===== config.mk =====
export PLATFORM = sky130hd
export DESIGN_NAME = fetch_stage_flat
export DESIGN_NICKNAME = d
export VERILOG_FILES = /design/src/rtl/fetch_stage_pkg.sv /design/src/rtl/fetch_stage_if.sv /design/src/rtl/fetch_stage_fifo.sv /design/src/rtl/fetch_stage.sv /design/src/flat_wrapper.sv
export SDC_FILE = /design/constraint.sdc
export NUM_CORES = 1
export LEC_CHECK = 0
export ABC_AREA = 1
export BUFFER_PORTS_ARGS = -buffer_cell sky130_fd_sc_hd__buf_2
export CAP_MARGIN = 40
export CORE_ASPECT_RATIO = 0.9
export CORE_MARGIN = 2
export CORE_UTILIZATION = 52
export DETAILED_ROUTE_END_ITERATION = 12
export GPL_ROUTABILITY_DRIVEN = 1
export MAX_ROUTING_LAYER = met4
export PLACE_DENSITY = 0.79
export SYNTH_ARGS = -nofsm -noshare
export SYNTH_HDL_FRONTEND = slang
export SYNTH_HIERARCHICAL = 1
export SYNTH_SLANG_ARGS = --single-unit

===== constraint.sdc =====
create_clock -name clk -period 4.83 [get_ports clk]
set_input_delay 0.966 -clock clk [delete_from_list [all_inputs] [get_ports clk]]
set_output_delay 0.966 -clock clk [all_outputs]
set_load 0.1 [all_outputs]

===== src/rtl/fetch_stage_pkg.sv =====
// fetch_stage_pkg: shared types and constants for the instruction fetch stage
package fetch_stage_pkg;

    // One buffered fetch result: the PC it was read from and the word returned.
    typedef struct packed {
        logic [31:0] pc;
        logic [31:0] instr;
    } fetch_data;

    localparam logic [31:0] PC_STEP = 32'd4;

    // Fetch addresses are always word aligned; the low two bits are dropped.
    function automatic logic [31:0] align_pc(input logic [31:0] pc);
        return {pc[31:2], 2'b00};
    endfunction

endpackage


===== src/rtl/fetch_stage_if.sv =====
// fetch_stage_if: redirect, instruction-memory and decode handshake signals of the fetch stage
//   redirect_valid/redirect_pc : backend redirect request and target
//   imem_en/imem_addr          : read request toward 1-cycle-latency instruction memory
//   imem_rdata                 : read data, valid one cycle after imem_en
//   valid_out/ready_out        : valid/ready handshake toward decode
//   instr_out/pc_out           : instruction and its PC at the FIFO head
//   master = fetch stage side, slave = environment (memory, decode, backend)
interface fetch_stage_if;
    logic        redirect_valid;
    logic [31:0] redirect_pc;
    logic        imem_en;
    logic [31:0] imem_addr;
    logic [31:0] imem_rdata;
    logic        valid_out;
    logic        ready_out;
    logic [31:0] instr_out;
    logic [31:0] pc_out;

    modport master (
        input  redirect_valid, redirect_pc, imem_rdata, ready_out,
        output imem_en, imem_addr, valid_out, instr_out, pc_out
    );

    modport slave (
        output redirect_valid, redirect_pc, imem_rdata, ready_out,
        input  imem_en, imem_addr, valid_out, instr_out, pc_out
    );
endinterface


===== src/rtl/fetch_stage_fifo.sv =====
// fetch_fifo: DEPTH-entry FIFO of fetch_data with push/pop/flush
//   clk, reset : clock, synchronous active-high reset
//   push, din  : write an entry
//   pop        : discard the head entry (ignored when empty)
//   flush      : drop all entries and reset the pointers
//   dout       : head entry, combinational
//   count      : number of entries held
//   empty/full : occupancy flags
module fetch_fifo
    import fetch_stage_pkg::*;
#(
    parameter int DEPTH = 4
) (
    input  logic                     clk,
    input  logic                     reset,
    input  logic                     push,
    input  logic                     pop,
    input  logic                     flush,
    input  fetch_data                din,
    output fetch_data                dout,
    output logic [$clog2(DEPTH):0]   count,
    output logic                     empty,
    output logic                     full
);
    localparam int AW = $clog2(DEPTH);
    localparam int CW = AW + 1;

    fetch_data       mem [DEPTH];
    logic [AW-1:0]   wr_ptr;
    logic [AW-1:0]   rd_ptr;
    logic            pop_ok;

    always_comb begin
        pop_ok = pop & !empty;
        empty  = count == '0;
        full   = count == CW'(DEPTH);
        dout   = mem[rd_ptr];
    end

    // Pointers wrap naturally because DEPTH is a power of two.
    always_ff @(posedge clk) begin
        if (reset || flush) begin
            wr_ptr <= '0;
            rd_ptr <= '0;
            count  <= '0;
        end else begin
            if (push) begin
                mem[wr_ptr] <= din;
                wr_ptr      <= wr_ptr + 1'b1;
            end
            if (pop_ok)
                rd_ptr <= rd_ptr + 1'b1;
            count <= count + CW'(push) - CW'(pop_ok);
        end
    end
endmodule


===== src/rtl/fetch_stage.sv =====
// fetch_stage: PC owner issuing word reads to a 1-cycle imem and buffering {pc, instr} for decode
//   clk, reset : clock, synchronous active-high reset
//   bus        : fetch_stage_if.master (redirect, imem request/data, decode valid/ready)
//   Optional macro FETCH_STATS_EN adds saturating counters:
//     stat_fetched (pops), stat_stall (valid_out & !ready_out cycles), stat_flush (redirects)
module fetch_stage
    import fetch_stage_pkg::*;
#(
    parameter logic [31:0] RESET_PC = 32'h0000_0000,
    parameter int          DEPTH    = 4
) (
    input  logic          clk,
    input  logic          reset,
    fetch_stage_if.master bus
`ifdef FETCH_STATS_EN
    ,
    output logic [31:0]   stat_fetched,
    output logic [31:0]   stat_stall,
    output logic [15:0]   stat_flush
`endif
);
    // One extra bit over the count so count + inflight cannot overflow.
    localparam int CW = $clog2(DEPTH) + 2;

    logic [31:0]            pc_q;
    logic [31:0]            inflight_pc;
    logic                   inflight_q;
    logic [$clog2(DEPTH):0] count;
    logic                   empty;
    logic                   full;
    logic                   pop;
    logic                   push;
    logic                   issue;
    logic [CW-1:0]          credit;
    fetch_data              head;
    fetch_data              ret;

    // Credit counts buffered entries plus the read still in flight, minus
    // what decode takes this cycle; issuing only below DEPTH guarantees
    // every return finds room in the FIFO.
    always_comb begin
        pop    = bus.valid_out & bus.ready_out;
        push   = inflight_q & !bus.redirect_valid;
        credit = CW'(count) + CW'(inflight_q) - CW'(pop);
        issue  = !reset & !bus.redirect_valid & (credit < CW'(DEPTH));
        ret    = '{pc: inflight_pc, instr: bus.imem_rdata};
    end

    assign bus.imem_en   = issue;
    assign bus.imem_addr = pc_q;
    assign bus.valid_out = !empty;
    assign bus.instr_out = head.instr;
    assign bus.pc_out    = head.pc;

    always_ff @(posedge clk) begin
        if (reset) begin
            pc_q        <= RESET_PC;
            inflight_q  <= 1'b0;
            inflight_pc <= '0;
        end else begin
            inflight_q <= issue;
            if (issue)
                inflight_pc <= pc_q;
            if (bus.redirect_valid)
                pc_q <= align_pc(bus.redirect_pc);
            else if (issue)
                pc_q <= pc_q + PC_STEP;
        end
    end

    // A redirect flushes the FIFO; a same-cycle pop has already been handed to decode.
    fetch_fifo #(.DEPTH(DEPTH)) u_fifo (
        .clk   (clk),
        .reset (reset),
        .push  (push),
        .pop   (pop),
        .flush (bus.redirect_valid),
        .din   (ret),
        .dout  (head),
        .count (count),
        .empty (empty),
        .full  (full)
    );

    always_ff @(posedge clk) begin
        if (!reset)
            assert (!(push && full && !pop)) else $error("fetch fifo overflow");
    end

`ifdef FETCH_STATS_EN
    always_ff @(posedge clk) begin
        if (reset) begin
            stat_fetched <= '0;
            stat_stall   <= '0;
            stat_flush   <= '0;
        end else begin
            stat_fetched <= stat_fetched + 32'(pop && !(&stat_fetched));
            stat_stall   <= stat_stall + 32'(bus.valid_out && !bus.ready_out && !(&stat_stall));
            stat_flush   <= stat_flush + 16'(bus.redirect_valid && !(&stat_flush));
        end
    end
`endif
endmodule


===== src/flat_wrapper.sv =====
// flat-port wrapper written by rule: the top's interface ports become plain ports
module fetch_stage_flat import fetch_stage_pkg::*;
#(
    parameter logic [31:0] RESET_PC = 32'h0000_0000,
    parameter int          DEPTH    = 4
)
  (clk, reset, bus_redirect_valid, bus_redirect_pc, bus_imem_rdata, bus_ready_out, bus_imem_en, bus_imem_addr, bus_valid_out, bus_instr_out, bus_pc_out);
  fetch_stage_if bus_i ();
  input  logic clk;
  input  logic reset;
  input wire logic [$bits(bus_i.redirect_valid)-1:0] bus_redirect_valid;
  input wire logic [$bits(bus_i.redirect_pc)-1:0] bus_redirect_pc;
  input wire logic [$bits(bus_i.imem_rdata)-1:0] bus_imem_rdata;
  input wire logic [$bits(bus_i.ready_out)-1:0] bus_ready_out;
  output wire logic [$bits(bus_i.imem_en)-1:0] bus_imem_en;
  output wire logic [$bits(bus_i.imem_addr)-1:0] bus_imem_addr;
  output wire logic [$bits(bus_i.valid_out)-1:0] bus_valid_out;
  output wire logic [$bits(bus_i.instr_out)-1:0] bus_instr_out;
  output wire logic [$bits(bus_i.pc_out)-1:0] bus_pc_out;
  assign bus_i.redirect_valid = bus_redirect_valid;
  assign bus_i.redirect_pc = bus_redirect_pc;
  assign bus_i.imem_rdata = bus_imem_rdata;
  assign bus_i.ready_out = bus_ready_out;
  assign bus_imem_en = bus_i.imem_en;
  assign bus_imem_addr = bus_i.imem_addr;
  assign bus_valid_out = bus_i.valid_out;
  assign bus_instr_out = bus_i.instr_out;
  assign bus_pc_out = bus_i.pc_out;
  fetch_stage #(.RESET_PC(RESET_PC), .DEPTH(DEPTH)) u_core (.clk(clk), .reset(reset), .bus(bus_i));
endmodule

==> impl_summary.log, run 1 <==
INFO  metric outcome = completed
INFO  metric fp.dieArea = 27200 um^2
INFO  metric cts_made_buffers = 31
INFO  metric worst_r2r_path_depth = 15
INFO  metric worst-path-max-fanout = 72
INFO  metric clock_tree.htree_level_count = 1
INFO  metric fp.coreArea = 25300 um^2
INFO  metric timing.hold.worst_endpoint = u_core/u_fifo/mem[2][58]
INFO  metric critPathTopFamily = buffers and inverters
INFO  metric post-route-min-period = ~3.9 ns
INFO  metric r2r-start = u_core/u_fifo/count[1]
INFO  metric post_synth_instance_area = 13500 um^2
INFO  metric final.fill_count = 2032
INFO  metric syn_inst = about 1200
INFO  metric min_from = u_core/inflight_pc[26]
INFO  metric static-leakage-power = 5.76 nW
INFO  metric post_drt_wl_per_cell = ~17 um
INFO  metric critical_path.reg2reg.endpoint = u_core/inflight_pc[12]
INFO  metric largest_net_degree_at_the_start_of_global_routing = 81
INFO  metric worstPathBufferInverterCount = 3
INFO  metric p_per_area = 372 nW/um^2
INFO  metric final-instance-count-excl-fill = approximately 1800
INFO  metric synth_warn = 6
INFO  metric crit_path_top_delay_cell = sky130_fd_sc_hd__inv_4
INFO  metric fin_tns_setup = 0 ns
INFO  metric placementRows = 55
INFO  metric detailed_place_hpwl = ~18 mm
INFO  metric grt_overflow = 0
INFO  metric worstHoldPathCells = 0
INFO  metric finalWeightedCongestion = about 0.92
INFO  metric antenna_cells_inserted = 0
INFO  metric timing.hold.worst.class = reg2reg
INFO  metric tritoncts_num_sinks = roughly 330
INFO  metric report.final.slew_viol_count = 0
INFO  metric grt_use_total = 22.8%
INFO  metric timing.critical_path.cells = inv_4 -> buf_4 -> nor2_1 -> o22ai_1 -> buf_2
INFO  metric placement.io_buffers = 161
INFO  metric final_core_util = approximately three fifths
INFO  metric clk_pin_slew = 0.06 ns
INFO  metric fin_nets = roughly 1500
INFO  metric global_route_wire_length_before_repair = 47.9 mm
INFO  metric reg2reg_slack = around 1.6 ns
INFO  metric floorplan.die.height = 157 um
INFO  metric sequential_cell_area = 9090 um^2
INFO  metric place.detailed.instances = 1703
INFO  metric post-cts-setup-buffers = 0
INFO  metric tritoncts = yes
INFO  metric worst-slew-pin-transition = 0.764 ns
INFO  metric critical_path_depth = 5
INFO  metric clock_tree.root_cell = sky130_fd_sc_hd__clkbuf_16
INFO  metric timing.setup.critical_path_class = reg2out
INFO  metric detail_route.drc_violations = 0
INFO  metric cp-end-kind = output pin
INFO  metric ant_nets = 0
INFO  metric grt_antenna_before_repair = 0
INFO  metric synth_area_per_cell = ~11 um^2
INFO  metric io_pins = 166
INFO  metric floorplan.initialDensity = 53.2%
INFO  metric grt_setup_unrepaired = false
INFO  metric drt_first_pass_iters = 6
INFO  metric max-cap-violations = 0
INFO  metric worst_setup_path_start_kind = flip-flop
INFO  metric layout-area-overhead-vs-synth = 15.0%
INFO  metric routed_via_density = ~5.6
INFO  metric cts.path.max_buffers = 3
INFO  metric power.ir.vdd_worst = 277 uV
INFO  metric timing.final.hold_violations = 0
INFO  metric cts_resized = 0
INFO  metric postCtsHoldBufs = 0
INFO  metric first_iter_violations = between 1000 and 1500
INFO  metric final-setup-viol-count = 0
INFO  metric critical-path-max-stage-delay = between 0.6 and 0.7 ns
INFO  metric later_pin_clock_latency_in_the_skew_report = 0.56 ns
INFO  metric floorplan.die.width = 174 um
INFO  metric via_count_of_the_first_global_routing_pass = 9085
INFO  metric fmax = 256 MHz
INFO  metric total_detailed_routing_wirelength = 30.6 mm
INFO  metric fin_crit_sh = 80.8%
INFO  metric layout_cells_sized_above_1 = 18.0%
INFO  metric footprint_of_the_multi_input_gates = between 3000 and 4000 um^2
INFO  metric worst_clock_skew = 0.00953 ns
INFO  metric crit_arrival = ~2.9 ns
INFO  metric detailroute.via_count = 9754
INFO  metric slew_headroom = 49.1%
INFO  metric critical_path_required = 3.86 ns
## metrics by stage
stage / worst slack, ns / instance area [um^2] / hold slack, ns / total power (W)
after floorplan: 0.0790 / 13500 / 0.448 / 0.00345
after global routing: 0.760 / 15500 / 0.526 / 0.00594
final: 0.926 / 15500 / 0.504 / 0.00576
after CTS: 0.919 / 15500 / 0.504 / 0.00580
after detailed placement: 1.29 / 14600 / 0.486 / 0.00355
after global placement: 1.30 / 14500 / 0.464 / 0.00354
## layout make-up
type                            count  share of cell area, %
Multi-Input combinational cell    785                   24.2
Timing Repair Buffer              175                   6.51
Inverter                           75                   1.84
Sequential cell                   326                   58.7
Tap cell                          342                   2.76
Clock buffer                       39                   5.20
Clock inverter                     13                  0.791
## report_power, final
part / leakage, nW / switching [W] / total, W / internal [W]
clock: 0.447 / 0.000983 / 0.00226 / 0.00128
combinational: 2.43 / 0.000296 / 0.000376 / 0.0000807
sequential: 2.88 / 0.0000560 / 0.00312 / 0.00307
## flip-flops by register name, indices dropped and copies added (netlist names), named ones only
| signal | flops |
|---|---|
| u_core/u_fifo/count | 3 |
| u_core/bus.imem_addr | 30 |
| u_core/u_fifo/rd_ptr | 2 |
| u_core/inflight_q | 1 |
| u_core/u_fifo/wr_ptr | 2 |
| u_core/u_fifo/mem | 256 |
| u_core/inflight_pc | 30 |
## worst register-to-register path, cell delays in order (launching register included)
cell                      delay (ns)
sky130_fd_sc_hd__dfxtp_1        0.45
sky130_fd_sc_hd__nor2_1         0.08
sky130_fd_sc_hd__nand2_1        0.14
sky130_fd_sc_hd__inv_1          0.09
sky130_fd_sc_hd__nor2_1         0.24
sky130_fd_sc_hd__ha_1           0.19
sky130_fd_sc_hd__inv_1          0.04
sky130_fd_sc_hd__ha_1           0.27
sky130_fd_sc_hd__nand3_1        0.11
sky130_fd_sc_hd__nand2_1        0.06
sky130_fd_sc_hd__nand2_1        0.07
sky130_fd_sc_hd__nand3_2        0.11
sky130_fd_sc_hd__nor2_4         0.22
sky130_fd_sc_hd__buf_4          0.56
sky130_fd_sc_hd__o21ai_0        0.24
sky130_fd_sc_hd__a21oi_1        0.23
## layer usage
layer  up-vias  track usage [%]  part of all wire (%)
met5         -                -                     0
li1       4641                -                     -
met4         0             6.12                   2.4
met1      4646             31.0                    43
met2       406             36.6                    47
met3        61             3.04                   7.6
## worst max path at each step
stage | startpoint | endpoint | slack [ns]
after floorplan | bus_redirect_valid | u_core/u_fifo/mem[0][0] | 0.08
after global placement | bus_ready_out | bus_imem_en | 1.30
after detailed placement | bus_ready_out | bus_imem_en | 1.29
after CTS | flip-flop | bus_instr_out[19] | 0.92
after global routing | flip-flop | bus_pc_out[3] | 0.76
final | flip-flop | bus_instr_out[19] | 0.93
## cells in the final DEF (no fill, tap or decap), types with 2 or more instances in the layout
cell and count:
sky130_fd_sc_hd__edfxtp_1 256, sky130_fd_sc_hd__nor2_1 200, sky130_fd_sc_hd__nand2_1 182, sky130_fd_sc_hd__buf_2 160, sky130_fd_sc_hd__o21ai_0 108, sky130_fd_sc_hd__dfxtp_1 68
sky130_fd_sc_hd__inv_1 65, sky130_fd_sc_hd__o22ai_1 64, sky130_fd_sc_hd__o21ai_1 63, sky130_fd_sc_hd__nand3_1 55, sky130_fd_sc_hd__a21oi_1 51, sky130_fd_sc_hd__clkbuf_16 31
sky130_fd_sc_hd__ha_1 10, sky130_fd_sc_hd__conb_1 10, sky130_fd_sc_hd__clkbuf_1 8, sky130_fd_sc_hd__nor2_4 8, sky130_fd_sc_hd__inv_2 8, sky130_fd_sc_hd__buf_4 8
sky130_fd_sc_hd__nand2_2 7, sky130_fd_sc_hd__buf_12 6, sky130_fd_sc_hd__a22oi_1 5, sky130_fd_sc_hd__clkinv_1 4, sky130_fd_sc_hd__clkinv_2 4, sky130_fd_sc_hd__a21oi_2 4
sky130_fd_sc_hd__nor2_2 3, sky130_fd_sc_hd__nand2_4 3, sky130_fd_sc_hd__a21boi_1 3, sky130_fd_sc_hd__inv_6 2, sky130_fd_sc_hd__clkinvlp_4 2, sky130_fd_sc_hd__bufinv_16 2
sky130_fd_sc_hd__o21bai_1 2, sky130_fd_sc_hd__a21boi_0 2
(Power assumes the default switching activity.)
==> inputs of run 2 (changes only) <==
CORE_UTILIZATION = 53   (was 52)
PLACE_DENSITY = 0.78   (was 0.79)
clock period = 3.7 ns   (was 4.83 ns; I/O delays follow)
==> run 2 against run 1 <==
Compared with the run above:
- global-route usage down 0.10 points
- sequential power up 31%
- largest cell class unchanged
- utilization up 1.3 points
- critical endpoint is now bus_imem_en
- total power up 35%
- non-clock buffer count up 5
- via count down 1.4%
- sequential share of layout area down 0.61 points
- flip-flop and latch count unchanged
- worst setup slack worse by 0.69 ns
- clock skew up 0.0020 ns
- combinational power up 30%
- hold slack worse by 0.13 ns
==> impl_summary.log, run 2 (synthesized netlist as in run 1, its figures left out) <==
INFO  metric final-setup-viol-count = 0
INFO  metric worst-slew-pin-transition = 0.654 ns
INFO  metric most_frequent_standard_cell_in_the_layout_excluding_fill_and_tap_cells = sky130_fd_sc_hd__edfxtp_1
INFO  metric total_detailed_routing_wirelength = 30.2 mm
INFO  metric clock_tree.htree_level_count = 1
INFO  metric detail_route.drc_violations = 0
INFO  metric tritoncts = yes
INFO  metric floorplan.die.height = 155 um
INFO  metric crit_path_top_delay_cell = sky130_fd_sc_hd__dfxtp_2
INFO  metric worstPathBufferInverterCount = 3
INFO  metric regMostFlops = u_core/u_fifo/mem
INFO  metric io_pins = 166
INFO  metric worst_clock_skew = 0.0115 ns
INFO  metric grt_overflow = 0
INFO  metric worst-path-max-fanout = 6
INFO  metric ant_nets = 0
INFO  metric clock_tree.root_cell = sky130_fd_sc_hd__clkbuf_16
INFO  metric p_sw = 0.00179 W
INFO  metric post_drt_wl_per_cell = 17.1 um
INFO  metric cts.path.max_buffers = 3
INFO  metric share_of_total_power_in_the_clock_network = 41.1%
INFO  metric placement.io_buffers = 161
INFO  metric grt_use_total = between 20% and 30%
INFO  metric floorplan.initialDensity = 53.8%
INFO  metric power.sequential.fraction = 52.6%
INFO  metric netSwitchingFraction = 23.1%
INFO  metric largest_register_ff_count = 256
INFO  metric reg2reg_slack = 0.80 ns
INFO  metric largest_net_degree_at_the_start_of_global_routing = 129
INFO  metric antenna_cells_inserted = 0
INFO  metric fin_crit_sh = a little over 90%
INFO  metric first_iter_violations = a little under 900
INFO  metric global_route_wire_length_before_repair = 46.1 mm
INFO  metric postCtsHoldBufs = 0
INFO  metric layout.cells.most_common_list = sky130_fd_sc_hd__edfxtp_1 (256), sky130_fd_sc_hd__nor2_1 (199), sky130_fd_sc_hd__nand2_1 (182)
INFO  metric power.ir.vdd_worst = 400 uV
INFO  metric clk_pin_slew = 0.06 ns
INFO  metric timing.critical_path.mode_cell = sky130_fd_sc_hd__nand2_1
INFO  metric outcome = completed
INFO  metric max-cap-violations = 0
INFO  metric fmax = 289 MHz
INFO  metric timing.final.hold_violations = 0
INFO  metric placementRows = 55
INFO  metric timing.critical_path.cells = nor2_1 -> nand2_1 -> inv_1 -> nor2_2 -> ha_1 -> inv_1 -> ha_1 -> nand3_1 -> nand2_1 -> nand2_1 -> nand3_2 -> nor2_4 -> buf_12
INFO  metric static-leakage-power = a little under 6 nW
INFO  metric critical_path.reg2reg.endpoint = u_core/bus.imem_addr[20]
INFO  metric combPwrFrac = 6.3%
INFO  metric timing.hold.worst_endpoint = u_core/u_fifo/mem[1][23]
INFO  metric final_core_util = a little over three fifths
INFO  metric min_from = bus_imem_rdata[23]
INFO  metric report.final.slew_viol_count = 0
INFO  metric worst_hold_slack = between 0.3 and 0.4 ns
INFO  metric routed_via_density = 5.44
INFO  metric layout_cells_sized_above_1 = 18.6%
INFO  metric layout-area-overhead-vs-synth = 16.2%
INFO  metric timing.setup.critical_path_class = reg2out
INFO  metric via_count_of_the_first_global_routing_pass = 8900
INFO  metric finalWeightedCongestion = 0.976
INFO  metric cts_made_buffers = 31
INFO  metric worstHoldPathCells = 1
INFO  metric fp.dieArea = 26700 um^2
INFO  metric cp-end-kind = output pin
INFO  metric later_pin_clock_latency_in_the_skew_report = about 0.57 ns
INFO  metric detailroute.via_count = 9614
INFO  metric crit_arrival = 2.72 ns
INFO  metric p_per_area = 495 nW/um^2
INFO  metric drt_first_pass_iters = 6
INFO  metric floorplan.die.width = 172 um
INFO  metric timing.hold.worst.class = in2reg
INFO  metric critPathTopFamily = simple AND/OR/NAND/NOR gates
INFO  metric internal_power = 0.00596 W
INFO  metric grt_setup_unrepaired = false
INFO  metric fp.coreArea = 25000 um^2
INFO  metric detailed_place_hpwl = roughly 19 mm
INFO  metric fin_nets = 1478
INFO  metric worst_setup_path_start_kind = flip-flop
INFO  metric slew_headroom = 56.4%
INFO  metric worst_r2r_path_depth = 17
INFO  metric grt_antenna_before_repair = 0
INFO  metric critical-path-max-stage-delay = 0.39 ns
INFO  metric post-route-min-period = 3.46 ns
INFO  metric critical_path_required = 2.96 ns
INFO  metric tritoncts_num_sinks = between 300 and 400
INFO  metric r2r-start = u_core/u_fifo/count[1]
INFO  metric final.fill_count = approximately 2000
==> run 2: worst max path at each step <==
stage,startpoint,to,slack (ns),depth (start not counted)
after floorplan,bus_redirect_valid,u_core/u_fifo/mem[0][0],-0.82,5
after global placement,bus_ready_out,bus_imem_en,0.61,12
after detailed placement,bus_ready_out,bus_imem_en,0.57,12
after CTS,u_core/u_fifo/count[1],bus_imem_en,0.05,13
after global routing,u_core/u_fifo/count[2],bus_imem_en,0.01,13
final,u_core/u_fifo/count[1],bus_imem_en,0.24,13
==> run 2: layer usage <==
metal | up-vias | global-route usage [%] | wire length [um]
met5 | - | - | 0
met4 | 0 | 7.12 | 815
met3 | 60 | 3.46 | 2360
met2 | 371 | 35.7 | 14100
met1 | 4540 | 30.7 | 13000
li1 | 4643 | - | -
==> run 2: layout make-up <==
cell class                      count  area (um^2)  area share (%)
Clock buffer                       41          823            5.26
Inverter                           75          285            1.82
Tap cell                          342          428            2.73
Timing Repair Buffer              180         1070            6.84
Sequential cell                   326         9090            58.1
Clock inverter                     17          203            1.29
Multi-Input combinational cell    785         3760            24.0
==> run 2: through the flow <==
step	power [W]	TNS (ns)	area [um^2]	cells	setup slack [ns]
floorplan	0.00450	-211.19	13500	1253	-0.825
global placement	0.00462	0	14600	1706	0.606
detailed placement	0.00464	0	14600	1708	0.572
CTS	0.00779	0	15700	1766	0.0466
global route	0.00797	0	15700	1766	0.0103
finish	0.00775	0	15700	1766	0.238
==> run 2: timing repair <==
action,in CTS,in global routing
setup buffers,0,0
gates resized for setup,0,2
setup endpoints to repair,0,1
==> run 2: power by group through the flow <==
stage / registers, W / logic [W] / clock network [W]
2_1_floorplan: 0.00427 / 0.000231 / 0
3_3_place_gp: 0.00415 / 0.000475 / 0
3_5_place_dp: 0.00415 / 0.000486 / 0
4_1_cts: 0.00408 / 0.000489 / 0.00323
5_1_grt: 0.00408 / 0.000523 / 0.00336
6_report: 0.00408 / 0.000490 / 0.00318
==> inputs of run 3 (changes only) <==
SETUP_SLACK_MARGIN = 0.1   (was not set)
SYNTH_HIERARCHICAL = not set   (was 1)
==> run 3 against run 2 <==
Compared with the run above:
- register-to-register slack better by 0.32 ns
- global-route usage up 0.11 points
- clock power down 4%
- combinational power up 83%
- hold slack better by 0.0091 ns
- total power up 3.7%
- non-clock buffer count down 5
- synthesized cell count down 3.1%
- first-iteration DRC count up 5.6%
- utilization down 0.092 points
- area after synthesis down 3.6%
- largest cell class unchanged
- largest power group unchanged
==> impl_summary.log, run 3 <==
INFO  metric post-cts-setup-buffers = 0
INFO  metric dpl_cell_area = 14100 um^2
INFO  metric fin_crit_sh = between 90% and 100%
INFO  metric synth_warn = 0
INFO  metric cts.path.max_buffers = 3
INFO  metric critical_path_required = between 2 and 3 ns
INFO  metric p_per_area = 532 nW/um^2
INFO  metric wl_met3 = 2.34 mm
INFO  metric layout.cells.most_common_list = sky130_fd_sc_hd__edfxtp_1 (248), sky130_fd_sc_hd__nand2_1 (174), sky130_fd_sc_hd__nor2_1 (173)
INFO  metric fp.dieArea = roughly 26000 um^2
INFO  metric fmax = 298 MHz
INFO  metric crit_arrival = 2.62 ns
INFO  metric first_iter_violations = 917
INFO  metric yosys.area.top_type_share = 57.3%
INFO  metric io_pins = 166
INFO  metric clk_pin_slew = 0.06 ns
INFO  metric worst-slew-pin-transition = 0.689 ns
INFO  metric global_route_wire_length_before_repair = 45.6 mm
INFO  metric regMostFlops = u_core.u_fifo.mem
INFO  metric detailed_place_hpwl = 18.2 mm
INFO  metric worst-path-max-fanout = 6
INFO  metric synth_area_per_cell = 10.8 um^2
INFO  metric later_pin_clock_latency_in_the_skew_report = roughly 0.56 ns
INFO  metric routed_via_density = 5.52
INFO  metric synth.yosys.seq_area_share = between 60% and 70%
INFO  metric p_sw = ~0.0021 W
INFO  metric ant_nets = 0
INFO  metric top_layer_used = met4
INFO  metric fin_tns_setup = 0 ns
INFO  metric clock_tree.htree_level_count = 1
INFO  metric report.final.slew_viol_count = 0
INFO  metric postCtsHoldBufs = 0
INFO  metric outcome = completed
INFO  metric internal_power = 0.00594 W
INFO  metric floorplan.initialDensity = a little over half
INFO  metric power.sequential.fraction = 50.8%
INFO  metric placementRows = 54
INFO  metric timing.final.hold_violations = 0
INFO  metric timing.setup.critical_path_class = reg2out
INFO  metric detail_route.drc_violations = 0
INFO  metric tritoncts = yes
INFO  metric synth.area.top_cells = sky130_fd_sc_hd__edfxtp_1 (57%), sky130_fd_sc_hd__dfxtp_1 (11%), sky130_fd_sc_hd__o21ai_0 (5.9%)
INFO  metric grt_use_total = 22.8%
INFO  metric largest_register_ff_count = 248
INFO  metric static-leakage-power = around 5.6 nW
INFO  metric antenna_cells_inserted = 0
INFO  metric via_count_of_the_first_global_routing_pass = approximately 8700
INFO  metric syn_inst = 1205
INFO  metric post_drt_wl_per_cell = around 17 um
INFO  metric most_frequent_standard_cell_in_the_layout_excluding_fill_and_tap_cells = sky130_fd_sc_hd__edfxtp_1
INFO  metric floorplan.die.height = 153 um
INFO  metric cts_resized = 0
INFO  metric total_detailed_routing_wirelength = roughly 29 mm
INFO  metric max-cap-violations = 0
INFO  metric grt_setup_unrepaired = false
INFO  metric floorplan.die.width = 169 um
INFO  metric finalWeightedCongestion = 0.885
INFO  metric synth-async-reset-ratio = 0%
INFO  metric netSwitchingFraction = 26.1%
INFO  metric power.ir.vdd_worst = between 400 and 500 uV
INFO  metric layout_cells_sized_above_1 = 18.0%
INFO  metric tritoncts_num_sinks = roughly 320
INFO  metric pre_cts_ws = 0.584 ns
INFO  metric fp.coreArea = 24200 um^2
INFO  metric drt_first_pass_iters = 5
INFO  metric post_synth_instance_area = 13000 um^2
INFO  metric wl_met1 = 12.9 mm
INFO  metric grt_overflow = 0
INFO  metric combPwrFrac = approximately 11%
INFO  metric final.fill_count = 1915
INFO  metric largest_net_degree_at_the_start_of_global_routing = 76
INFO  metric met2RoutedLength = 13.2 mm
INFO  metric final.setup.worst_slack = 0.344 ns
INFO  metric share_of_total_power_in_the_clock_network = 38.1%
INFO  metric clock_tree.root_cell = sky130_fd_sc_hd__clkbuf_16
INFO  metric detailroute.via_count = between 9000 and 10000
INFO  metric cp-end-kind = output pin
INFO  metric worst_clock_skew = 0.0133 ns
INFO  metric placement.io_buffers = 159
INFO  metric timing.hold.worst.class = in2reg
INFO  metric postLayoutCellArea = 15100 um^2
INFO  metric layout-area-overhead-vs-synth = 16.2%
INFO  metric yosys-top-cells-count = sky130_fd_sc_hd__edfxtp_1 (248), sky130_fd_sc_hd__nor2_1 (177), sky130_fd_sc_hd__nand2_1 (174)
INFO  metric postSynthRegisterBits = between 300 and 400
INFO  metric cts_made_buffers = 31
INFO  metric grt_antenna_before_repair = 0
INFO  metric synth_area_leader_cell = sky130_fd_sc_hd__edfxtp_1
INFO  metric post-route-min-period = 3.36 ns
INFO  metric synth_cell_type_count = 32
INFO  metric worst_hold_slack = 0.386 ns
INFO  metric final-setup-viol-count = 0
INFO  metric place.detailed.instances = ~1600
INFO  metric final-instance-count-excl-fill = 1678
INFO  metric synth.most_common_cell = sky130_fd_sc_hd__edfxtp_1
INFO  metric slew_headroom = 54.0%
INFO  metric synth-edff-count = ~250
INFO  metric worst_setup_path_start_kind = flip-flop
INFO  metric yosys_most_used_dff = sky130_fd_sc_hd__edfxtp_1
INFO  metric fin_nets = 1424
run 3: changes by cell type in the layout (fill, tap and decap cells not counted), moves of 8 or more:
cell                       before  now
sky130_fd_sc_hd__a21oi_1       51   61
sky130_fd_sc_hd__edfxtp_1     256  248
sky130_fd_sc_hd__nand2_1      182  174
sky130_fd_sc_hd__nor2_1       199  173
sky130_fd_sc_hd__o21ai_0      108  153
sky130_fd_sc_hd__o21ai_1       63   20
run 3: worst paths after layout:
| kind | from | endpoint | slack, ns | cells past startpoint |
|---|---|---|---|---|
| setup / recovery | u_core.u_fifo.count[0] | bus_imem_en | 0.34 | 13 |
| hold / removal | bus_imem_rdata[31] | u_core.u_fifo.mem[1][31] | 0.39 | 1 |
| setup reg to reg | u_core.u_fifo.count[0] | u_core.bus.imem_addr[28] | 1.12 | 17 |
| hold reg to reg | u_core.u_fifo.rd_ptr[1] | flip-flop | 0.47 | 2 |
run 3: routing by layer:
layer / up-vias / track usage [%]
li1: 4497 / -
met1: 4369 / 31.7
met2: 341 / 35.1
met3: 48 / 3.71
met4: 0 / 6.47
met5: - / -
run 3: power groups by stage:
| stage | logic [W] | clock network [W] | registers [W] |
|---|---|---|---|
| floorplan | 0.000564 | 0 | 0.00427 |
| global placement | 0.000881 | 0 | 0.00415 |
| detailed placement | 0.000896 | 0 | 0.00415 |
| CTS | 0.000899 | 0.00311 | 0.00408 |
| global route | 0.000955 | 0.00324 | 0.00409 |
| finish | 0.000897 | 0.00306 | 0.00408 |
run 3: cell type report:
class | instances | area, um^2 | share of cell area [%]
inverter | 72 | 273 | 1.81
clock buffer | 39 | 826 | 5.47
sequential | 318 | 8850 | 58.6
multi-input combinational | 747 | 3580 | 23.7
tap | 308 | 385 | 2.55
clock inverter | 19 | 180 | 1.19
timing repair buffer | 175 | 1010 | 6.66
run 3: cell families after synthesis:
family | count (synthesis) | synth area share, %
flops | 318 | 68.1
fa+ha+maj | 11 | 1.12
buf+inv | 143 | 4.70
other cells | 1 | 0.0288
simple gates | 426 | 13.5
compound gates | 305 | 12.5
xor+xnor | 1 | 0.0674
run 3: metrics by stage:
stage | util (%) | total power [W]
2_1_floorplan | - | 0.00483
3_3_place_gp | 58.3 | 0.00503
3_5_place_dp | 58.3 | 0.00505
4_1_cts | 62.4 | 0.00809
5_1_grt | 62.4 | 0.00829
6_report | 62.4 | 0.00804
run 3: critical path: stages (launching register included):
cell and delay, ns:
sky130_fd_sc_hd__dfxtp_1 0.37, sky130_fd_sc_hd__nor2_1 0.06, sky130_fd_sc_hd__nand2_1 0.08, sky130_fd_sc_hd__nand2_1 0.05, sky130_fd_sc_hd__inv_1 0.16, sky130_fd_sc_hd__ha_1 0.18, sky130_fd_sc_hd__inv_1 0.04, sky130_fd_sc_hd__ha_1 0.28
sky130_fd_sc_hd__nand3_1 0.11, sky130_fd_sc_hd__nand2_1 0.06, sky130_fd_sc_hd__nand2_1 0.06, sky130_fd_sc_hd__nand3_2 0.10, sky130_fd_sc_hd__nor2_4 0.29, sky130_fd_sc_hd__buf_12 0.22
